--- src/rtl/fetch_queue.sv ---
// Decoupling FIFO between the fetch stage and decode: buffers instruction packets
// so fetch keeps running while decode stalls, and a redirect flush empties it in one cycle.
module fetch_queue #(
   parameter int WIDTH = 32,
   parameter int DEPTH = 4
) (
   input  logic                     clk,
   input  logic                     rst,
   input  logic                     flush,
   input  logic                     push_valid,
   output logic                     push_ready,
   input  logic [WIDTH-1:0]         push_inst,
   input  logic [WIDTH-1:0]         push_pc,
   input  logic [WIDTH-1:0]         push_pc4,
   input  logic                     push_bp_en,
   input  logic                     push_bp_dec,
   output logic                     pop_valid,
   input  logic                     pop_ready,
   output logic [WIDTH-1:0]         pop_inst,
   output logic [WIDTH-1:0]         pop_pc,
   output logic [WIDTH-1:0]         pop_pc4,
   output logic                     pop_bp_en,
   output logic                     pop_bp_dec,
   output logic [$clog2(DEPTH):0]   count
);

   localparam int PTR_W   = $clog2(DEPTH);
   localparam int CNT_W   = PTR_W + 1;
   localparam int ENTRY_W = 3 * WIDTH + 2;

   localparam logic [CNT_W-1:0] FULL_CNT = CNT_W'(DEPTH);
   localparam logic [WIDTH-1:0] NOP_INST = WIDTH'(32'h0000_0013);

   // Packed entry layout, MSB first: inst, pc, pc4, bp_en, bp_dec
   localparam int INST_LSB = 2 * WIDTH + 2;
   localparam int PC_LSB   = WIDTH + 2;
   localparam int PC4_LSB  = 2;

   logic [ENTRY_W-1:0] mem_q [DEPTH];

   logic [PTR_W-1:0]   wr_ptr_q, wr_ptr_d;
   logic [PTR_W-1:0]   rd_ptr_q, rd_ptr_d;
   logic [CNT_W-1:0]   count_q, count_d;

   logic               push_acc;
   logic               pop_acc;
   logic [ENTRY_W-1:0] push_entry;
   logic [ENTRY_W-1:0] head_entry;

   assign push_ready = (count_q != FULL_CNT);
   assign pop_valid  = (count_q != '0);
   assign count      = count_q;

   // A push in the flush cycle must not land in the array either.
   assign push_acc   = push_valid & push_ready & ~flush;
   assign pop_acc    = pop_valid & pop_ready;

   assign push_entry = {push_inst, push_pc, push_pc4, push_bp_en, push_bp_dec};
   assign head_entry = mem_q[rd_ptr_q];

   always_comb begin
      wr_ptr_d = wr_ptr_q;
      rd_ptr_d = rd_ptr_q;
      count_d  = count_q;
      if (flush) begin
         wr_ptr_d = '0;
         rd_ptr_d = '0;
         count_d  = '0;
      end else begin
         if (push_acc) begin
            wr_ptr_d = wr_ptr_q + PTR_W'(1);
         end
         if (pop_acc) begin
            rd_ptr_d = rd_ptr_q + PTR_W'(1);
         end
         case ({push_acc, pop_acc})
            2'b10:   count_d = count_q + CNT_W'(1);
            2'b01:   count_d = count_q - CNT_W'(1);
            default: count_d = count_q;
         endcase
      end
   end

   always_ff @(posedge clk or negedge rst) begin
      if (!rst) begin
         wr_ptr_q <= '0;
         rd_ptr_q <= '0;
         count_q  <= '0;
      end else begin
         wr_ptr_q <= wr_ptr_d;
         rd_ptr_q <= rd_ptr_d;
         count_q  <= count_d;
      end
   end

   // Array contents are don't-care until written, so no reset here.
   always_ff @(posedge clk) begin
      if (push_acc) begin
         mem_q[wr_ptr_q] <= push_entry;
      end
   end

   always_comb begin
      pop_inst   = NOP_INST;
      pop_pc     = '0;
      pop_pc4    = '0;
      pop_bp_en  = 1'b0;
      pop_bp_dec = 1'b0;
      if (pop_valid) begin
         pop_inst   = head_entry[INST_LSB +: WIDTH];
         pop_pc     = head_entry[PC_LSB +: WIDTH];
         pop_pc4    = head_entry[PC4_LSB +: WIDTH];
         pop_bp_en  = head_entry[1];
         pop_bp_dec = head_entry[0];
      end
   end

endmodule

--- config.mk ---
export PLATFORM = sky130hd
export DESIGN_NAME = fetch_queue
export DESIGN_NICKNAME = d
export VERILOG_FILES = /design/src/rtl/fetch_queue.sv
export SDC_FILE = /design/constraint.sdc
export NUM_CORES = 1
export LEC_CHECK = 0
export ABC_AREA = 0
export CORE_UTILIZATION = 30
export DETAILED_ROUTE_END_ITERATION = 8
export HOLD_SLACK_MARGIN = 0.12
export PLACE_DENSITY = 0.45
export SETUP_SLACK_MARGIN = 0.02
export SLEW_MARGIN = 20
export SYNTH_ARGS = -nofsm -noshare
export SYNTH_HDL_FRONTEND = slang
export SYNTH_SLANG_ARGS = --single-unit
--- constraint.sdc ---
create_clock -name clk -period 10 [get_ports clk]
set_clock_uncertainty 0.1 [all_clocks]
set_input_delay 2 -clock clk [delete_from_list [all_inputs] [get_ports clk]]
set_output_delay 2 -clock clk [all_outputs]
set_load 0.05 [all_outputs]
==> impl_results.md, run 1 <==
- CTS Hold Buffers Added: 0
- M2 GR Usage: 20.6%
- Number of cell rows: 82
- Worst Setup Path Type: reg2out
- Drt wl/cell: 20.7 um
- CTS sink count: 399
- Worst setup margin: 4250 ps
- CP Data Required Time: 7900 ps
- Root Buffer: clkbuf_16
- Max-slew headroom: 35.0%
- Initial antenna violation count: 2
- Io pins: 206
- Yosys warnings: 0
- Library cells used by synthesis: 27
- CTS-repair resized insts: 0
- Outcome: complete, no violations
- Leak Pwr: 6.05 nW
- Worst Hold Class: reg2reg
- TritonCTS Buffers: 45
- CTS tree: built
- Number of inserted diodes: 0
- Routed Wire Length: 33200 um
- Pwr dens: 308 mW/mm^2
- Pins Over Slew Limit: 0
- First-pass GRT wire length: 49600 um
- CP Capture Type: output pin
- GPL Wtd Cong: 0.653
- Clock slew at reported path FFs: 60 ps
- Full die area: 0.0516 mm^2
- Share of cells above drive strength 1: 18.8%
- DIE HEIGHT: 227 um
- Syn_area_per_cell: 22.7 um^2
- Initial DRC count: 294
- Grt met3 use: 3.94%
- TritonRoute pass-1 iters: 6
- GRT busiest layer: met2
- Fin crit share: 57.5%
- Initial Utilization: 30.4%
- Worst slack at placement: 4650 ps
- Endpoints failing setup: 0
- Core ar.: 0.0501 mm^2
- Peak supply drop: 0.161 mV
- Die W: 227 um
- Port Buf Inserts: 205
- Post-route design area: 0.0194 mm^2
- Grt ovf: 0
- H-tree level count: 2
- Synth-to-Final Area Change: 27.6%
- Final hold vios: 0
- DP HPWL: 18400 um
- Power, Total: 5.97 mW
- Syn_nets: 778
- Most frequent cells in the layout: edfxtp_1, clkdlybuf4s50_1, mux4_2
- Syn Inst Count: 670
- Total Nets Final: 1003
- Clock buffer depth: 3
- Vias: 7138
- GR Layer Usage met1: 17.5%
- Vias per cell: 4.47
- Setup bufs post-CTS: 0
- Clock Latency Late Sink: 560 ps
- Sequential area share after synthesis: 78.6%
- Seq cells post-synth: 399
- Worst Path Max Fanout: 51
- Gr usage total: 13.1%
- Critical Path AT: 3650 ps
- Synth Cell Area: 0.0152 mm^2
- Post-route minimum period: 5750 ps
- Slew @ Worst Pin: 975 ps
- Startpoint Class: flip-flop
- RSZ-0062 raised after global routing: no
- Vias in the first global route: 7788
- Most common cell after layout, fill and taps aside: edfxtp_1
- Drt drc: 0
- Pin count of the biggest net entering global routing: 57
- Setup_tns: 0 ps
- Number of routed nets with antenna violations: 0
- MaxCap Viol Count: 0
- Dpl cell area: 0.0180 mm^2
- Fmax: 174 MHz
report_power, final:
group / switching [mW] / leakage, nW / internal [mW]
logic: 1.53 / 1.73 / 0.881
clock network: 0.639 / 0.671 / 0.903
registers: 0.0659 / 3.65 / 1.95
total: 2.24 / 6.05 / 3.74
per-layer routing:
metal  vias to the layer above  routed length, um
li1                       3186                  -
met3                        47               2010
met1                      3750              14700
met4                         2                657
met5                         -                 14
met2                       153              15700
final timing paths:
check                                              from                       to  slack (ps)  cells after the start
worst max-delay path            rd_ptr_q[1]$_DFFE_PN0P_              pop_pc4[20]        4250                      4
worst min-delay path            wr_ptr_q[1]$_DFFE_PN0P_  wr_ptr_q[1]$_DFFE_PN0P_         490                      2
worst max register to register     count[0]$_DFFE_PN0P_   mem_q[2][73]$_DFFE_PP_        6740                      4
worst min register to register  wr_ptr_q[1]$_DFFE_PN0P_  wr_ptr_q[1]$_DFFE_PN0P_         490                      2
max in group asynchronous                           rst  rd_ptr_q[1]$_DFFE_PN0P_        7860                      1
min in group asynchronous                           rst  rd_ptr_q[0]$_DFFE_PN0P_        1620                      1
sequential cells by signal (all words and copies together) (netlist names):
signal    count
wr_ptr_q      2
count         3
mem_q       392
rd_ptr_q      2
cell type report:
class                      instances  area, um^2
clock inverter                    23         213
sequential                       399       12000
timing repair buffer             213        2110
fill                            4594       30700
tap                              672         841
inverter                           3        11.3
multi-input combinational        233        3110
clock buffer                      55        1160
stage by stage:
stage | hold WS (ps) | utilization [%] | cells
after detailed placement | 474 | 36.0 | 1520
after global placement | 479 | 36.0 | 1520
final | 488 | 38.8 | 1598
after global routing | 542 | 38.8 | 1598
after floorplan | 443 | - | 670
after CTS | 482 | 38.8 | 1598
cell families (layout without fill, tap and decap cells):
| group | after synthesis | after routing | synth area share [%] |
|---|---|---|---|
| flops | 399 | 399 | 78.6 |
| compound gates | 5 | 5 | 0.255 |
| simple gates | 118 | 118 | 4.74 |
| mux | 99 | 99 | 14.6 |
| fa+ha+maj | 5 | 5 | 0.461 |
| xor+xnor | 6 | 6 | 0.346 |
| buf+inv | 38 | 294 | 1.05 |
Yosys cell counts:
cell / number / area (um^2)
a21o_1: 1 / 7.51
or3b_1: 1 / 8.76
xnor2_1: 2 / 17.5
ha_1: 4 / 50.1
a21oi_1: 2 / 10.0
buf_2: 14 / 70.1
nand4_1: 1 / 6.26
nor3_1: 1 / 5.00
nand3_1: 3 / 15.0
mux4_2: 98 / 2210
nor2_1: 5 / 18.8
nand2b_1: 2 / 12.5
nand2_1: 2 / 7.51
and2_1: 99 / 619
edfxtp_1: 392 / 11800
buf_1: 1 / 3.75
or2_1: 3 / 18.8
and3b_1: 1 / 8.76
a211o_1: 1 / 8.76
o31ai_2: 1 / 12.5
inv_1: 2 / 7.51
xor2_1: 4 / 35.0
clkbuf_1: 20 / 75.1
dfrtp_1: 7 / 175
mux2i_1: 1 / 10.0
inv_2: 1 / 3.75
fa_1: 1 / 20.0
critical path: stages, from the launching register on:
cell,delay (ps)
dfrtp_4,940
buf_4,760
mux4_2,330
and2_1,170
clkdlybuf4s50_1,820
Power figures use the tool's default switching activity.
==> run 2: changes to the inputs <==
Clock period 10 ns to 5.5 ns, I/O delays scaled along.
==> impl_results.md, run 2 (synthesis gave the netlist of run 1 again) <==
- Pwr dens: 558 mW/mm^2 (+81%)
- Fin crit share: 80.7%
- Util after Layout: 39.1% (+0.38 points)
- Vias per cell: 4.47 (about the same)
- Max stage delay on crit path: 800 ps (-140 ps)
- CP Capture Type: output pin
- Slowest cell on the critical path: dfrtp_4
- H-tree level count: 2 (unchanged)
- Startpoint Class: flip-flop
- Worst Path Max Fanout: 33 (-35%)
- Initial Utilization: 30.4% (unchanged)
- Power, Total: 10.9 mW (+83%)
- Vias: 7198 (+0.84%)
- Routed Wire Length: 32900 um (-0.88%)
- Pin count of the biggest net entering global routing: 58 (+1.8%)
- Worst Reg2Reg Path Length in Cells: 4 (unchanged)
- DP HPWL: 19200 um (+4.3%)
- Pins Over Slew Limit: 0 (unchanged)
- Io pins: 206 (unchanged)
- Peak supply drop: 0.291 mV (+81%)
- Setup bufs post-CTS: 0 (unchanged)
- Total Nets Final: 1012 (+0.90%)
- Worst slack at placement: 1550 ps (-3090 ps)
- Worst Setup Path Type: reg2out
- Worst setup margin: 1060 ps (-3190 ps)
- Number of cell rows: 82 (unchanged)
- Multi-input gate area: 0.00311 mm^2 (unchanged)
- TritonCTS Buffers: 46 (+2.2%)
- DIE HEIGHT: 227 um (unchanged)
- Critical Path AT: 3240 ps (-410 ps)
- Die W: 227 um (unchanged)
- Dpl cell area: 0.0182 mm^2 (+0.75%)
- Gr usage total: 13.0% (-0.16 points)
- Reg with most FFs: mem_q
- CP Data Required Time: 4300 ps (-3600 ps)
- Post-route design area: 0.0196 mm^2 (+0.97%)
- Endpoints failing setup: 0 (unchanged)
- Full die area: 0.0516 mm^2 (unchanged)
- Most frequent cells in the layout: edfxtp_1, clkdlybuf4s50_1, mux4_2
- Leak Pwr: 6.14 nW (+1.5%)
- Slew @ Worst Pin: 974 ps (-1.39 ps)
- MaxCap Viol Count: 0 (unchanged)
- Clock buffer depth: 3 (unchanged)
- CTS-repair resized insts: 0 (unchanged)
- Root Buffer: clkbuf_16
- Vias in the first global route: 7759 (-0.37%)
- Core ar.: 0.0501 mm^2 (unchanged)
- RSZ-0062 raised after global routing: no
- Port Buf Inserts: 205 (unchanged)
- Sequential cell area: 0.0120 mm^2 (unchanged)
- CTS tree: built
- TritonRoute pass-1 iters: 6 (unchanged)
- Initial antenna violation count: 0 (-2)
- CTS Hold Buffers Added: 0 (unchanged)
- GPL Wtd Cong: 0.695 (+6.3%)
- Drt wl/cell: 20.4 um (-1.7%)
- Max reg flops: 392 (unchanged)
- Clock slew at reported path FFs: 60 ps (about the same)
- Post-route minimum period: 4440 ps
- Final hold vios: 0 (unchanged)
- Max-slew headroom: 35.1% (+0.093 points)
- Initial DRC count: 429 (+46%)
- Worst Hold Class: reg2reg
- Number of routed nets with antenna violations: 0 (unchanged)
- Grt ovf: 0 (unchanged)
- Synth-to-Final Area Change: 28.8%
- Layout filler cell count: 4644 (+1.1%)
- Hold depth: 2 (unchanged)
- CTS sink count: 399 (unchanged)
- First-pass GRT wire length: 49100 um (-0.89%)
- Setup_tns: 0 ps (unchanged)
- Drt drc: 0 (unchanged)
- Share of cells above drive strength 1: 20.0% (+1.2 points)
- Fmax: 225 MHz
- Most common cell after layout, fill and taps aside: edfxtp_1
- Outcome: complete, no violations
- Clock Latency Late Sink: 560 ps (about the same)
- Critical Path, Cell by Cell: buf_12 > mux4_2 > and2_1 > clkdlybuf4s50_1
-- run 2: path summary, 6_finish.rpt --
check | startpoint | endpoint | slack, ps
worst min register to register | wr_ptr_q[1]$_DFFE_PN0P_ | wr_ptr_q[1]$_DFFE_PN0P_ | 480
worst max-delay path | rd_ptr_q[0]$_DFFE_PN0P_ | pop_inst[10] | 1060
worst max register to register | count[0]$_DFFE_PN0P_ | mem_q[3][52]$_DFFE_PP_ | 2910
worst min-delay path | wr_ptr_q[1]$_DFFE_PN0P_ | wr_ptr_q[1]$_DFFE_PN0P_ | 480
max in group asynchronous | rst | rd_ptr_q[0]$_DFFE_PN0P_ | 4260
min in group asynchronous | rst | count[1]$_DFFE_PN0P_ | 730
-- run 2: layout make-up --
type	count	area share, %
multi-input combinational	233	15.9
antenna	1	0.0128
timing repair buffer	221	11.5
clock inverter	24	0.958
inverter	3	0.0575
clock buffer	59	6.33
tap	672	4.29
sequential	399	61.0
-- run 2: metrics by stage --
stage               cells  hold WS [ps]
floorplan             670           443
global placement     1528           470
detailed placement   1528           475
CTS                  1611           483
global route         1611           538
finish               1612           484
-- run 2: where the power goes --
group          internal [mW]  leakage, nW  total (mW)  switching [mW]
Sequential              3.55         3.65        3.67           0.124
Clock                   1.69        0.704        2.88            1.19
Combinational           1.65         1.79        4.38            2.73
Total                   6.88         6.14        10.9            4.05
-- run 2: metal layers --
| layer | GRT usage [%] | vias up | part of all wire (%) |
|---|---|---|---|
| li1 | - | 3208 | - |
| met1 | 16.8 | 3794 | 43 |
| met5 | 0 | - | 0 |
| met4 | 3.70 | 0 | 1.5 |
| met3 | 3.78 | 36 | 5.9 |
| met2 | 21.2 | 160 | 50 |
-- run 2: critical path, delay by kind of cell, from the launching register on --
family / cells / cell delay [ps]
simple gates: 1 / 170
flops: 1 / 800
buf+inv: 2 / 1120
mux: 1 / 550
==> run 3: changes to the inputs <==
Clock period 5.5 ns to 4.6 ns, I/O delays scaled along.
==> impl_results.md, run 3 (synthesis gave the netlist of run 1 again) <==
- Outcome: complete, no violations
- CTS-repair resized insts: 0 (unchanged)
- CTS sink count: 399 (unchanged)
- Pwr dens: 669 mW/mm^2 (+20%)
- Share of cells above drive strength 1: 20.0% (+0.021 points)
- GPL Wtd Cong: 0.700 (+0.72%)
- Final hold vios: 0 (unchanged)
- CP delay by family, top: buffers and inverters
- Routed Wire Length: 33900 um (+3.0%)
- Reg-to-reg setup timing slack: 2180 ps (-730 ps)
- Grt ovf: 0 (unchanged)
- Slowest cell on the critical path: clkdlybuf4s50_1
- Leak Pwr: 6.14 nW (about the same)
- First-pass GRT wire length: 50400 um (+2.6%)
- Initial antenna violation count: 2 (+2)
- Peak supply drop: 0.397 mV (+36%)
- H-tree level count: 2 (unchanged)
- MaxCap Viol Count: 0 (unchanged)
- Drt drc: 0 (unchanged)
- Total Nets Final: 1010 (-0.20%)
- Worst Reg2Reg Path Length in Cells: 4 (unchanged)
- Root Buffer: clkbuf_16
- Initial DRC count: 412 (-4.0%)
- Initial Utilization: 30.4% (unchanged)
- Drt wl/cell: 21.0 um (+3.2%)
- Core ar.: 0.0501 mm^2 (unchanged)
- CTS Hold Buffers Added: 0 (unchanged)
- Fin crit share: 89.1%
- Vias: 7241 (+0.60%)
- Number of inserted diodes: 0 (-1)
- Util after Layout: 39.1% (about the same)
- Io pins: 206 (unchanged)
- Worst Hold Class: reg2reg
- Vias per cell: 4.50 (+0.72%)
- Crit Reg-Reg Startpoint: count[0]$_DFFE_PN0P_
- Worst Path Max Fanout: 33 (unchanged)
- Clock slew at reported path FFs: 50 ps (about the same)
- Sequential cell area: 0.0120 mm^2 (unchanged)
- RSZ-0062 raised after global routing: no
- TritonRoute pass-1 iters: 4 (-2)
- WP buf/inv: 2 (unchanged)
- Setup bufs post-CTS: 0 (unchanged)
- Fmax: 244 MHz
- Worst Setup EP: pop_pc4[19]
- Clock Latency Late Sink: 550 ps (about the same)
- Critical Path, Cell by Cell: buf_12 > mux4_2 > and2_1 > clkdlybuf4s50_1
- Dpl cell area: 0.0182 mm^2 (+0.17%)
- Worst Setup SP: rd_ptr_q[0]$_DFFE_PN0P_
- Multi-input gate area: 0.00311 mm^2 (unchanged)
- Die W: 227 um (unchanged)
- TritonCTS Buffers: 45 (-2.2%)
- DIE HEIGHT: 227 um (unchanged)
- Met3 WL post-DR: 1820 um (-6.3%)
- Max reg flops: 392 (unchanged)
- Pin count of the biggest net entering global routing: 99 (+71%)
- Endpoints failing setup: 0 (unchanged)
- Max-slew headroom: 52.9% (+18 points)
- Startpoint Class: flip-flop
- Most common cell after layout, fill and taps aside: edfxtp_1
- Full die area: 0.0516 mm^2 (unchanged)
- Placed cells: 1527 (-0.065%)
- Finished Layout Cells: 1610 (-0.12%)
- Worst Setup Path Type: reg2out
- Number of routed nets with antenna violations: 0 (unchanged)
- Slew @ Worst Pin: 706 ps (-268 ps)
- Vias in the first global route: 7863 (+1.3%)
- Synth-to-Final Area Change: 28.9% (about the same)
- Port Buf Inserts: 205 (unchanged)
- CP Capture Type: output pin
- WHS: 483 ps (-0.918 ps)
- CTS tree: built
- Post-route design area: 0.0196 mm^2 (about the same)
- Topmost layer with routed signal wires: met5
- Post-route minimum period: 4100 ps
- Reg with most FFs: mem_q
- WP depth: 4 (unchanged)
- Clock buffer depth: 3 (unchanged)
- Wire length on met1: 15000 um (+7.4%)
- Number of cell rows: 82 (unchanged)
- Most frequent cells in the layout: edfxtp_1, clkdlybuf4s50_1, mux4_2
- DP HPWL: 18900 um (-1.5%)
- Setup_tns: 0 ps (unchanged)
- Pins Over Slew Limit: 0 (unchanged)
- Layout filler cell count: 4613 (-0.67%)
- Reg-to-Reg End: mem_q[2][84]$_DFFE_PP_
- Gr usage total: 13.3% (+0.38 points)
- Critical Path AT: 3080 ps (-160 ps)
- Max stage delay on crit path: 760 ps (-40 ps)
- CP Data Required Time: 3580 ps (-720 ps)
- WL met2: 16300 um (-1.2%)
-- run 3: cell types whose count changed in the layout (fill, tap and decap cells not counted), moves of 2 or more --
cell	previous run	this run
buf_12	6	9
buf_4	10	6
clkbuf_1	9	7
clkbuf_8	4	0
clkinv_2	9	14
-- run 3: per-stage QoR --
step / total power, mW / setup slack, ps
after floorplan: 8.02 / 234
after global placement: 9.92 / 1010
after detailed placement: 9.90 / 1020
after CTS: 13.4 / 397
after global routing: 13.7 / 319
final: 13.1 / 503
-- run 3: area by class of cell --
type,instances,share of cell area (%)
Clock buffer,52,5.88
Clock inverter,31,1.28
Inverter,3,0.0575
Multi-Input combinational cell,233,15.9
Sequential cell,399,61.0
Tap cell,672,4.29
Timing Repair Buffer,220,11.6
-- run 3: how the worst min path moves through the flow --
stage	from	to	slack [ps]	cells after the start
detailed placement	wr_ptr_q[1]$_DFFE_PN0P_	wr_ptr_q[1]$_DFFE_PN0P_	470	2
CTS	wr_ptr_q[1]$_DFFE_PN0P_	wr_ptr_q[1]$_DFFE_PN0P_	480	2
global placement	wr_ptr_q[1]$_DFFE_PN0P_	wr_ptr_q[1]$_DFFE_PN0P_	470	2
global route	wr_ptr_q[1]$_DFFE_PN0P_	wr_ptr_q[1]$_DFFE_PN0P_	520	2
floorplan	wr_ptr_q[1]$_DFFE_PN0P_	wr_ptr_q[1]$_DFFE_PN0P_	440	2
finish	wr_ptr_q[1]$_DFFE_PN0P_	wr_ptr_q[1]$_DFFE_PN0P_	480	2
-- run 3: report_power, final --
group          leakage (nW)  internal (mW)  total [mW]  switching, mW
registers              3.65           4.24        4.35          0.112
logic                  1.79           1.97        5.34           3.37
clock network         0.697           1.97        3.41           1.44
total                  6.14           8.19        13.1           4.92
-- run 3: layer usage --
metal | vias to the layer above | track usage (%)
met3 | 52 | 3.65
met2 | 160 | 21.4
met1 | 3822 | 17.7
li1 | 3203 | -
met5 | - | 0
met4 | 4 | 4.11
-- run 3: worst min-delay path, stage by stage, from the launching register on --
cell     delay, ps
dfrtp_1        410
nand2_1         70
a21oi_1         60
